### config.mk
export PLATFORM = sky130hd
export DESIGN_NAME = uvmt_cv32e40s_obi_resp_pipe
export DESIGN_NICKNAME = d
export VERILOG_FILES = /design/src/rtl/uvmt_cv32e40s_obi_resp_pipe.sv
export SDC_FILE = /design/constraint.sdc
export NUM_CORES = 1
export LEC_CHECK = 0
export ABC_AREA = 1
export BUFFER_PORTS_ARGS = -buffer_cell sky130_fd_sc_hd__buf_2
export CELL_PAD_IN_SITES_DETAIL_PLACEMENT = 1
export CELL_PAD_IN_SITES_GLOBAL_PLACEMENT = 2
export CORE_MARGIN = 5
export CORE_UTILIZATION = 30
export DETAILED_ROUTE_END_ITERATION = 12
export PLACE_DENSITY = 0.95
export SYNTH_ARGS = -nofsm -noshare
export SYNTH_HDL_FRONTEND = slang
export SYNTH_SLANG_ARGS = --single-unit
### constraint.sdc
create_clock -name clk_i -period 4.6 [get_ports clk_i]
set_clock_uncertainty 0.2 [all_clocks]
set_input_delay 1.15 -clock clk_i [delete_from_list [all_inputs] [get_ports clk_i]]
set_output_delay 1.15 -clock clk_i [all_outputs]
set_load 0.01 [all_outputs]
### src/rtl/uvmt_cv32e40s_obi_resp_pipe.sv
// uvmt_cv32e40s_obi_resp_pipe
// Multi-channel OBI response shim between the core's OBI master ports and the
// memory-model agents. Each channel limits outstanding transactions, queues
// memory responses in order and releases each one after RESP_DELAY cycles.
// It also produces the gntpar / rvalidpar / rchk integrity signals.
//
// Optional feature: define UVMT_CV32E40S_OBI_FAULT_INJ_EN to let a rising
// level on fault_inj_i corrupt rchk_o[0] of the next released response.
// Without the macro, fault_inj_i is ignored and rchk_o is always correct.
//
// A memory response that arrives when the channel has no request waiting at
// the memory (this includes the FIFO-full case) is dropped and latches
// protocol_err_o until reset.
module uvmt_cv32e40s_obi_resp_pipe #(
  parameter int NUM_CH          = 2,
  parameter int DATA_WIDTH      = 32,
  parameter int MAX_OUTSTANDING = 2,
  parameter int RESP_DELAY      = 0,
  localparam int CHK_W          = DATA_WIDTH/8 + 1
) (
  input  logic                                 clk_i,
  input  logic                                 rst_ni,
  input  logic [NUM_CH-1:0]                    req_i,
  input  logic [NUM_CH-1:0][31:0]              addr_i,
  output logic [NUM_CH-1:0]                    gnt_o,
  output logic [NUM_CH-1:0]                    gntpar_o,
  output logic [NUM_CH-1:0]                    rvalid_o,
  output logic [NUM_CH-1:0]                    rvalidpar_o,
  output logic [NUM_CH-1:0][DATA_WIDTH-1:0]    rdata_o,
  output logic [NUM_CH-1:0]                    err_o,
  output logic [NUM_CH-1:0][CHK_W-1:0]         rchk_o,
  output logic [NUM_CH-1:0]                    mem_req_o,
  output logic [NUM_CH-1:0][31:0]              mem_addr_o,
  input  logic [NUM_CH-1:0]                    mem_gnt_i,
  input  logic [NUM_CH-1:0]                    mem_rvalid_i,
  input  logic [NUM_CH-1:0][DATA_WIDTH-1:0]    mem_rdata_i,
  input  logic [NUM_CH-1:0]                    mem_err_i,
  input  logic [NUM_CH-1:0]                    fault_inj_i,
  output logic [NUM_CH-1:0]                    protocol_err_o
);

  localparam int OW    = $clog2(MAX_OUTSTANDING + 1);
  localparam int PW    = (MAX_OUTSTANDING > 1) ? $clog2(MAX_OUTSTANDING) : 1;
  localparam int DLY_W = (RESP_DELAY > 0) ? $clog2(RESP_DELAY + 1) : 1;

  // Per-byte even parity of the data plus the error flag in the top bit.
  function automatic logic [CHK_W-1:0] calc_rchk(input logic [DATA_WIDTH-1:0] data,
                                                 input logic err);
    logic [CHK_W-1:0] chk;
    chk = {CHK_W{1'b0}};
    for (int b = 0; b < DATA_WIDTH/8; b++) begin
      chk[b] = ^data[8*b +: 8];
    end
    chk[CHK_W-1] = err;
    return chk;
  endfunction

  // FIFO pointer advance, wrapping modulo the depth.
  function automatic logic [PW-1:0] next_ptr(input logic [PW-1:0] ptr);
    logic [PW-1:0] nxt;
    if (ptr == PW'(MAX_OUTSTANDING - 1)) begin
      nxt = {PW{1'b0}};
    end else begin
      nxt = ptr + PW'(1);
    end
    return nxt;
  endfunction

  assign mem_addr_o = addr_i;

  for (genvar g = 0; g < NUM_CH; g++) begin : g_ch
    logic [OW-1:0]         outstanding_r;
    logic [OW-1:0]         count_r;
    logic [PW-1:0]         wr_ptr_r;
    logic [PW-1:0]         rd_ptr_r;
    logic [MAX_OUTSTANDING-1:0] valid_r;
    logic [DATA_WIDTH-1:0] data_mem_r [MAX_OUTSTANDING];
    logic                  err_mem_r  [MAX_OUTSTANDING];
    logic [DLY_W-1:0]      dly_mem_r  [MAX_OUTSTANDING];
    logic                  perr_r;

    logic                  room_s;
    logic                  grant_s;
    logic                  accept_s;
    logic                  release_s;
    logic                  full_s;
    logic                  stray_s;
    logic                  drop_s;
    logic                  push_s;
    logic                  fault_apply_s;
    logic [CHK_W-1:0]      rchk_s;
    logic [DATA_WIDTH-1:0] rdata_s;
    logic                  err_s;

    // Request gating, release decision and drop detection for this channel.
    always_comb begin
      room_s    = (outstanding_r < OW'(MAX_OUTSTANDING));
      grant_s   = mem_gnt_i[g] & room_s;
      accept_s  = req_i[g] & grant_s;
      release_s = valid_r[rd_ptr_r] & (dly_mem_r[rd_ptr_r] == {DLY_W{1'b0}});
      full_s    = (count_r == OW'(MAX_OUTSTANDING));
      // No request is waiting at the memory when every outstanding one is queued.
      stray_s   = (outstanding_r <= count_r);
      drop_s    = mem_rvalid_i[g] & (full_s | stray_s);
      push_s    = mem_rvalid_i[g] & ~drop_s;
    end

`ifdef UVMT_CV32E40S_OBI_FAULT_INJ_EN
    logic fault_prev_r;
    logic fault_arm_r;

    // An arm in the same cycle as a release corrupts that release directly.
    assign fault_apply_s = fault_arm_r | (fault_inj_i[g] & ~fault_prev_r);

    // Edge detect on fault_inj_i and hold the arm until a release consumes it.
    always_ff @(posedge clk_i or negedge rst_ni) begin
      if (!rst_ni) begin
        fault_prev_r <= 1'b0;
        fault_arm_r  <= 1'b0;
      end else begin
        fault_prev_r <= fault_inj_i[g];
        if (release_s) begin
          fault_arm_r <= 1'b0;
        end else if (fault_apply_s) begin
          fault_arm_r <= 1'b1;
        end else begin
          fault_arm_r <= fault_arm_r;
        end
      end
    end
`else
    logic unused_fault_s;
    assign unused_fault_s = fault_inj_i[g];
    assign fault_apply_s  = 1'b0;
`endif

    // Response outputs are forced to zero whenever nothing is released.
    always_comb begin
      rdata_s = {DATA_WIDTH{1'b0}};
      err_s   = 1'b0;
      rchk_s  = {CHK_W{1'b0}};
      if (release_s) begin
        rdata_s = data_mem_r[rd_ptr_r];
        err_s   = err_mem_r[rd_ptr_r];
        rchk_s  = calc_rchk(data_mem_r[rd_ptr_r], err_mem_r[rd_ptr_r])
                  ^ {{(CHK_W-1){1'b0}}, fault_apply_s};
      end else begin
        rdata_s = {DATA_WIDTH{1'b0}};
      end
    end

    // Outstanding counter: grant adds, release retires, both cancel out.
    always_ff @(posedge clk_i or negedge rst_ni) begin
      if (!rst_ni) begin
        outstanding_r <= {OW{1'b0}};
      end else begin
        case ({accept_s, release_s})
          2'b10:   outstanding_r <= outstanding_r + OW'(1);
          2'b01:   outstanding_r <= (outstanding_r != {OW{1'b0}}) ? outstanding_r - OW'(1)
                                                                  : outstanding_r;
          default: outstanding_r <= outstanding_r;
        endcase
      end
    end

    // In-order response FIFO with a per-entry hold-off counter.
    always_ff @(posedge clk_i or negedge rst_ni) begin
      if (!rst_ni) begin
        wr_ptr_r <= {PW{1'b0}};
        rd_ptr_r <= {PW{1'b0}};
        count_r  <= {OW{1'b0}};
        valid_r  <= {MAX_OUTSTANDING{1'b0}};
        for (int i = 0; i < MAX_OUTSTANDING; i++) begin
          data_mem_r[i] <= {DATA_WIDTH{1'b0}};
          err_mem_r[i]  <= 1'b0;
          dly_mem_r[i]  <= {DLY_W{1'b0}};
        end
      end else begin
        for (int i = 0; i < MAX_OUTSTANDING; i++) begin
          if (valid_r[i] && (dly_mem_r[i] != {DLY_W{1'b0}})) begin
            dly_mem_r[i] <= dly_mem_r[i] - DLY_W'(1);
          end
        end
        if (release_s) begin
          valid_r[rd_ptr_r] <= 1'b0;
          rd_ptr_r          <= next_ptr(rd_ptr_r);
        end
        // A freshly pushed entry starts its hold-off and cannot release this cycle.
        if (push_s) begin
          data_mem_r[wr_ptr_r] <= mem_rdata_i[g];
          err_mem_r[wr_ptr_r]  <= mem_err_i[g];
          dly_mem_r[wr_ptr_r]  <= DLY_W'(RESP_DELAY);
          valid_r[wr_ptr_r]    <= 1'b1;
          wr_ptr_r             <= next_ptr(wr_ptr_r);
        end
        case ({push_s, release_s})
          2'b10:   count_r <= count_r + OW'(1);
          2'b01:   count_r <= count_r - OW'(1);
          default: count_r <= count_r;
        endcase
      end
    end

    // Sticky protocol error for responses the channel was not expecting.
    always_ff @(posedge clk_i or negedge rst_ni) begin
      if (!rst_ni) begin
        perr_r <= 1'b0;
      end else if (drop_s) begin
        perr_r <= 1'b1;
      end else begin
        perr_r <= perr_r;
      end
    end

    assign mem_req_o[g]      = req_i[g] & room_s;
    assign gnt_o[g]          = grant_s;
    assign gntpar_o[g]       = ~grant_s;
    assign rvalid_o[g]       = release_s;
    assign rvalidpar_o[g]    = ~release_s;
    assign rdata_o[g]        = rdata_s;
    assign err_o[g]          = err_s;
    assign rchk_o[g]         = rchk_s;
    assign protocol_err_o[g] = perr_r;
  end

endmodule

==> results.txt, run 1 <==
Setup CP Type -> flip-flop to output pin
Initial antenna violation count -> 6
Pre-Repair DR Iteration Count -> 4
Layout cells sized above 1 -> 15.1%
Post-CTS Resized -> 0
Die height -> 188 µm
PortBufs -> 161
TritonCTS clock tree -> yes
Root cell of the clock tree -> clkbuf_16
1st-iter DRT viols -> 390
CTS Buf Count -> 17
Worst-path clk slew -> 0.06 ns
Grt total ovfl -> 0
Hpwl dp -> 19000 µm
Post CTS Setup Buffer Count -> 0
Synth Register Bits -> 154
Final Hold Vio Count -> 0
Status -> finished, final reports clean
Post-synth net total -> 1552
Synth cell types -> 24
Netlist Area Pre-Place -> 0.00946 mm²
Ys Warns -> 0
Nature of the critical path endpoint -> output pin
Setup TNS -> 0 ns
DR vias/cell -> 4.62
Layout Cells excl Fill -> 1879
Cells after DPL -> 1845
ANT nets after route -> 0
Max-slew headroom at the worst pin -> 44.2%
GPL Wtd Cong -> 0.771
Syn_area_per_cell -> 6.73 µm²
# setup viols final -> 0
CP Launch Type -> flip-flop
Clock Tree Buf Depth -> 2
Initial Utilization -> 30.2%
Top cell type's share of synthesized area -> 40.7%
Final Max Slew Viols -> 0
Endpoint, Worst Hold -> g_ch[0].dly_mem_r[0]
Syn Inst Count -> 1406
Drt wl/cell -> 13.9 µm
Vias post-DR -> 8685
Core ar. -> 0.0313 mm²
Fin util -> 33.4%
Max cap viols -> 0
Largest area contributor in the synthesized netlist -> dfrtp_1
PD cells -> 765 mW/mm²
Die Area -> 0.0352 mm²
Peak Freq -> 0.251 GHz
Largest net degree at the start of global routing -> 87
R2r setup slk -> 1.73 ns
Part of the power in registers -> 30.6%
DRC -> 0
Layout area overhead -> 10.6%
Critical Path AT -> 2.64 ns
Peak supply drop -> 0.320 mV
Clk sinks -> 154
Vias in the first global route -> 9248
Reg2reg end -> g_ch[1].data_mem_r[56]
Sw Ratio -> 48.4%
Reg-to-Reg Start -> g_ch[1].outstanding_r[1]
Post-layout min period -> 3.99 ns
Total GRT Usage -> 15.2%
Area contributors post-synth -> dfrtp_1, nand2_1, o21ai_0, buf_4, inv_1
HP Class -> flip-flop to flip-flop
Internal power -> 0.00412 W
Sequential element share of the synthesized area -> 40.7%
Global-route wire length before repair -> 44700 µm
Tightest Pin Transition -> 0.837 ns
I/O pin total -> 292
Min-delay src -> g_ch[0].valid_r[1]
Hold Path Stages -> 1
Req. time, crit path -> 3.25 ns
RSZ-0062 raised after global routing -> no
Switching power -> 0.00387 W
Final Cycle Share -> 86.8%
Clock network power share -> 16.4%
CTS H-tree lvls -> 4
Total power draw -> 0.00800 W
Die W -> 188 µm
Drt total wl -> 26200 µm
Static leakage -> 5.64 nW
Number of core rows -> 65
Crit Path Max Fanout -> 86
Nets -> 1608
Clock latency at the later pin of the worst-skew pair -> 0.43 ns
Reg2Reg Depth -> 9
Hold-fix buffers, CTS -> 0
Gate power share -> 53.0%
-- synth_stat cells, drive strengths merged --
master	count
ha	6
xnor2	2
nand3	14
xor2	4
o21ai	220
clkbuf	10
nand2	599
a21oi	6
nor3	4
inv	161
buf	127
o21bai	2
dfrtp	154
nor2	97
-- flip-flops by register name, indices dropped and copies added, names as in the netlist --
signal,count
g_ch.count_r,4
g_ch.data_mem_r,128
g_ch.dly_mem_r,4
g_ch.err_mem_r,4
g_ch.outstanding_r,4
g_ch.perr_r,2
g_ch.rd_ptr_r,2
g_ch.valid_r,4
g_ch.wr_ptr_r,2
-- worst max-delay path by stage --
stage,from,end,slack [ns]
floorplan,g_ch[1].rd_ptr_r,rchk_o[5],1.84
global placement,g_ch[1].rd_ptr_r,rchk_o[5],1.07
detailed placement,g_ch[0].rd_ptr_r,rchk_o[0],1.06
CTS,g_ch[0].rd_ptr_r,rchk_o[0],0.56
global route,g_ch[0].rd_ptr_r,rchk_o[1],0.38
finish,g_ch[1].rd_ptr_r,rchk_o[5],0.61
-- layout by cell type, fill, tap and decap left out, types with 6 or more instances in the layout --
cell type,count
buf_2,160
clkbuf_16,17
a21oi_1,6
clkinvlp_4,7
dfrtp_1,152
o21ai_1,55
inv_2,7
buf_4,12
nor2_1,94
ha_1,6
nand2_1,595
nand3_1,13
inv_1,154
o21ai_0,165
-- cell families after synthesis --
| family | after synthesis | share of synthesized area [%] |
|---|---|---|
| compound gates | 228 | 12.1 |
| xor+xnor | 6 | 0.556 |
| fa+ha+maj | 6 | 0.794 |
| buf+inv | 298 | 16.6 |
| flops | 154 | 40.7 |
| simple gates | 714 | 29.1 |
-- worst max-delay path, cell delays in order (launching register included) --
cell and delay, ns:
dfrtp_2 0.36, buf_4 0.63, o21ai_0 0.32, nand2_1 0.15, nand2_1 0.06, nand2_1 0.06, nand2_1 0.09, nand2_1 0.08
nand2_1 0.04, nor2_1 0.19, buf_2 0.18
-- power groups by stage --
stage                     sequential (W)  combinational, W  clock [W]
final                            0.00244           0.00424    0.00131
after detailed placement         0.00247           0.00430          0
after CTS                        0.00245           0.00434    0.00136
after global routing             0.00255           0.00500    0.00141
after floorplan                  0.00229           0.00346          0
after global placement           0.00242           0.00411          0
-- per-layer routing --
metal	track usage, %	up-vias	share of wire (%)
met3	2.98	30	3.5
met4	4.57	8	1.2
met1	18.2	4208	44
met5	0	-	0.20
met2	27.7	111	51
li1	-	4328	-
-- final cells by class --
cell class              instances  area [µm²]
diodes                          2        5.00
clock buffers                  22         464
clock inverters                10        71.3
fillers                      4016       20900
inverters                     161         604
multi-input cells             954        4030
flip-flops and latches        154        3860
well taps                     402         503
repair buffers                174         922
-- per-stage QoR --
| step | area, µm² | hold slack [ns] | setup slack [ns] |
|---|---|---|---|
| after floorplan | 9460 | 0.215 | 1.84 |
| after global placement | 9920 | 0.230 | 1.07 |
| after detailed placement | 9920 | 0.238 | 1.06 |
| after CTS | 10500 | 0.249 | 0.562 |
| after global routing | 10500 | 0.268 | 0.378 |
| final | 10500 | 0.247 | 0.609 |
No activity file was read; power rests on OpenSTA's default activity.
==> run 2: changes to the inputs <==
CORE_UTILIZATION = 25   (was 30)
CTS_CLUSTER_SIZE = 20   (was not set)
PLACE_DENSITY = 0.89   (was 0.95)
clock period = 3.4 ns   (was 4.6 ns; I/O delays follow)
==> results.txt, run 2 (synthesis results as in run 1) <==
Layout cells sized above 1 -> 15.7% (+0.69 points)
DR vias/cell -> 4.36 (-5.7%)
Layout Cells excl Fill -> 1993 (+6.1%)
Grt total ovfl -> 0 (unchanged)
Root cell of the clock tree -> clkbuf_16
Switching power -> 0.00536 W (+38%)
Req. time, crit path -> 2.35 ns (-0.90 ns)
Total GRT Usage -> 13.3% (-1.9 points)
Max cap viols -> 0 (unchanged)
Die height -> 205 µm (+9.0%)
Die Area -> 0.0418 mm² (+19%)
Clock latency at the later pin of the worst-skew pair -> 0.43 ns (about the same)
Internal power -> 0.00591 W (+43%)
Clock network power share -> 17.3% (+0.9 points)
I/O pin total -> 292 (unchanged)
ANT nets after route -> 0 (unchanged)
Die W -> 205 µm (+9.0%)
Area of the multi-input gates -> 0.00405 mm² (+0.37%)
Static leakage -> 5.75 nW (+1.9%)
Pre-CTS setup slack -> 0.438 ns (-0.618 ns)
Peak Freq -> 0.308 GHz
Crit Path Max Fanout -> 65 (-24%)
Part of the power in registers -> 28.8% (-1.8 points)
RSZ-0062 raised after global routing -> yes
Post-layout min period -> 3.25 ns
Hpwl dp -> 20100 µm (+6.1%)
Sw Ratio -> 47.5% (-0.88 points)
Final Max Slew Viols -> 0 (unchanged)
R2r setup slk -> 0.94 ns (-0.79 ns)
Reg with most FFs -> g_ch.data_mem_r
Largest net degree at the start of global routing -> 69 (-21%)
Commonest non-fill, non-tap cell in the layout -> nand2_1
DRC -> 0 (unchanged)
Number of core rows -> 71 (+9.2%)
Final Hold Vio Count -> 0 (unchanged)
Initial Utilization -> 25.2% (-5.0 points)
PD cells -> 1040 mW/mm² (+36%)
Clk sinks -> 154 (unchanged)
Nature of the critical path endpoint -> output pin
Reg2Reg Depth -> 8 (-1)
Area after DPL -> 0.0102 mm² (+2.7%)
Setup CP Type -> flip-flop to output pin
1st-iter DRT viols -> 372 (-4.6%)
Fillers -> 4831 (+20%)
Vias in the first global route -> 9087 (-1.7%)
Max-slew headroom at the worst pin -> 52.7% (+8.4 points)
CP Launch Type -> flip-flop
Global-route wire length before repair -> 45500 µm (+1.9%)
# setup viols final -> 0 (unchanged)
CTS H-tree lvls -> 4 (unchanged)
Layout area overhead -> 14.5%
Core ar. -> 0.0375 mm² (+20%)
Hold-fix buffers, CTS -> 0 (unchanged)
Peak supply drop -> 0.414 mV (+29%)
Worst-path clk slew -> 0.07 ns (about the same)
Final Cycle Share -> 95.5%
Initial antenna violation count -> 6 (unchanged)
Vias post-DR -> 8691 (+0.069%)
GPL Wtd Cong -> 0.779 (+0.99%)
Drt total wl -> 27500 µm (+5.1%)
Post-route cell area -> 0.0108 mm² (+3.6%)
CTS Buf Count -> 17 (unchanged)
Gate power share -> 53.9% (+0.9 points)
HP Class -> input pin to async pin
Clock Tree Buf Depth -> 2 (unchanged)
Pre-Repair DR Iteration Count -> 4 (unchanged)
TritonCTS clock tree -> yes
Register area -> 0.00386 mm² (unchanged)
Most frequent cells in the layout -> nand2_1, buf_2, inv_1
Tightest Pin Transition -> 0.710 ns (-0.126 ns)
Drt wl/cell -> 13.8 µm (-0.87%)
Nets -> 1613 (+0.31%)
Max reg flops -> 128 (unchanged)
Critical Path AT -> 2.20 ns (-0.44 ns)
Final worst setup slack -> 0.153 ns (-0.456 ns)
Total power draw -> 0.0113 W (+41%)
Status -> finished, final reports clean
Setup TNS -> 0 ns (unchanged)
PortBufs -> 161 (unchanged)
Cells after DPL -> 1958 (+6.1%)
==> run 2: timing repair <==
action | CTS | global route
buffers inserted | 0 | 1
endpoints found under the setup margin | 4 | 22
gates cloned | 0 | 0
resized for setup | 7 | 33
==> run 2: final timing paths <==
path / from / endpoint
worst max-delay path: g_ch[0].rd_ptr_r / rchk_o[2]
worst min-delay path: rst_ni / g_ch[0].data_mem_r[57]
worst max register to register: g_ch[0].outstanding_r[1] / g_ch[0].data_mem_r[37]
worst min register to register: g_ch[0].valid_r[1] / g_ch[0].dly_mem_r[0]
max in group asynchronous: rst_ni / g_ch[0].data_mem_r[44]
min in group clk_i: g_ch[0].valid_r[1] / g_ch[0].dly_mem_r[0]
==> run 2: power groups by stage <==
stage / Combinational [W] / Clock, W / Sequential, W
floorplan: 0.00469 / 0 / 0.00309
detailed placement: 0.00605 / 0 / 0.00328
global placement: 0.00582 / 0 / 0.00321
global route: 0.00711 / 0.00209 / 0.00337
CTS: 0.00612 / 0.00203 / 0.00325
finish: 0.00607 / 0.00195 / 0.00324
==> run 2: area by class of cell <==
| type | count | area share, % |
|---|---|---|
| flip-flops and latches | 154 | 35.6 |
| inverters | 161 | 5.67 |
| clock inverters | 13 | 1.33 |
| diodes | 2 | 0.0462 |
| repair buffers | 179 | 9.89 |
| multi-input cells | 954 | 37.3 |
| clock buffers | 19 | 4.18 |
| well taps | 511 | 5.90 |
==> run 2: routing by layer <==
| metal | share of wire (%) | vias to the layer above | wire (µm) | GRT usage [%] |
|---|---|---|---|---|
| li1 | - | 4339 | - | - |
| met1 | 44 | 4183 | 12200 | 16.2 |
| met2 | 50 | 131 | 13700 | 23.5 |
| met3 | 4.3 | 30 | 1180 | 3.48 |
| met4 | 1.4 | 8 | 389 | 3.66 |
| met5 | 0.20 | - | 55 | 0 |
==> run 2: critical path, cell delays in order (launching register included) <==
cell and delay [ns]:
dfrtp_4 0.58, buf_16 0.23, o21ai_0 0.33, nand2_1 0.09, nand2_1 0.08, nand2_1 0.05, nand2_1 0.09, nor2_1 0.05
nor2_1 0.11, buf_2 0.14
==> run 2: through the flow <==
| step | hold slack (ns) | utilization [%] |
|---|---|---|
| finish | 0.189 | 28.9 |
| global route | 0.233 | 28.9 |
| CTS | 0.204 | 28.8 |
| detailed placement | 0.241 | 27.2 |
| global placement | 0.224 | 27.2 |
| floorplan | 0.215 | - |
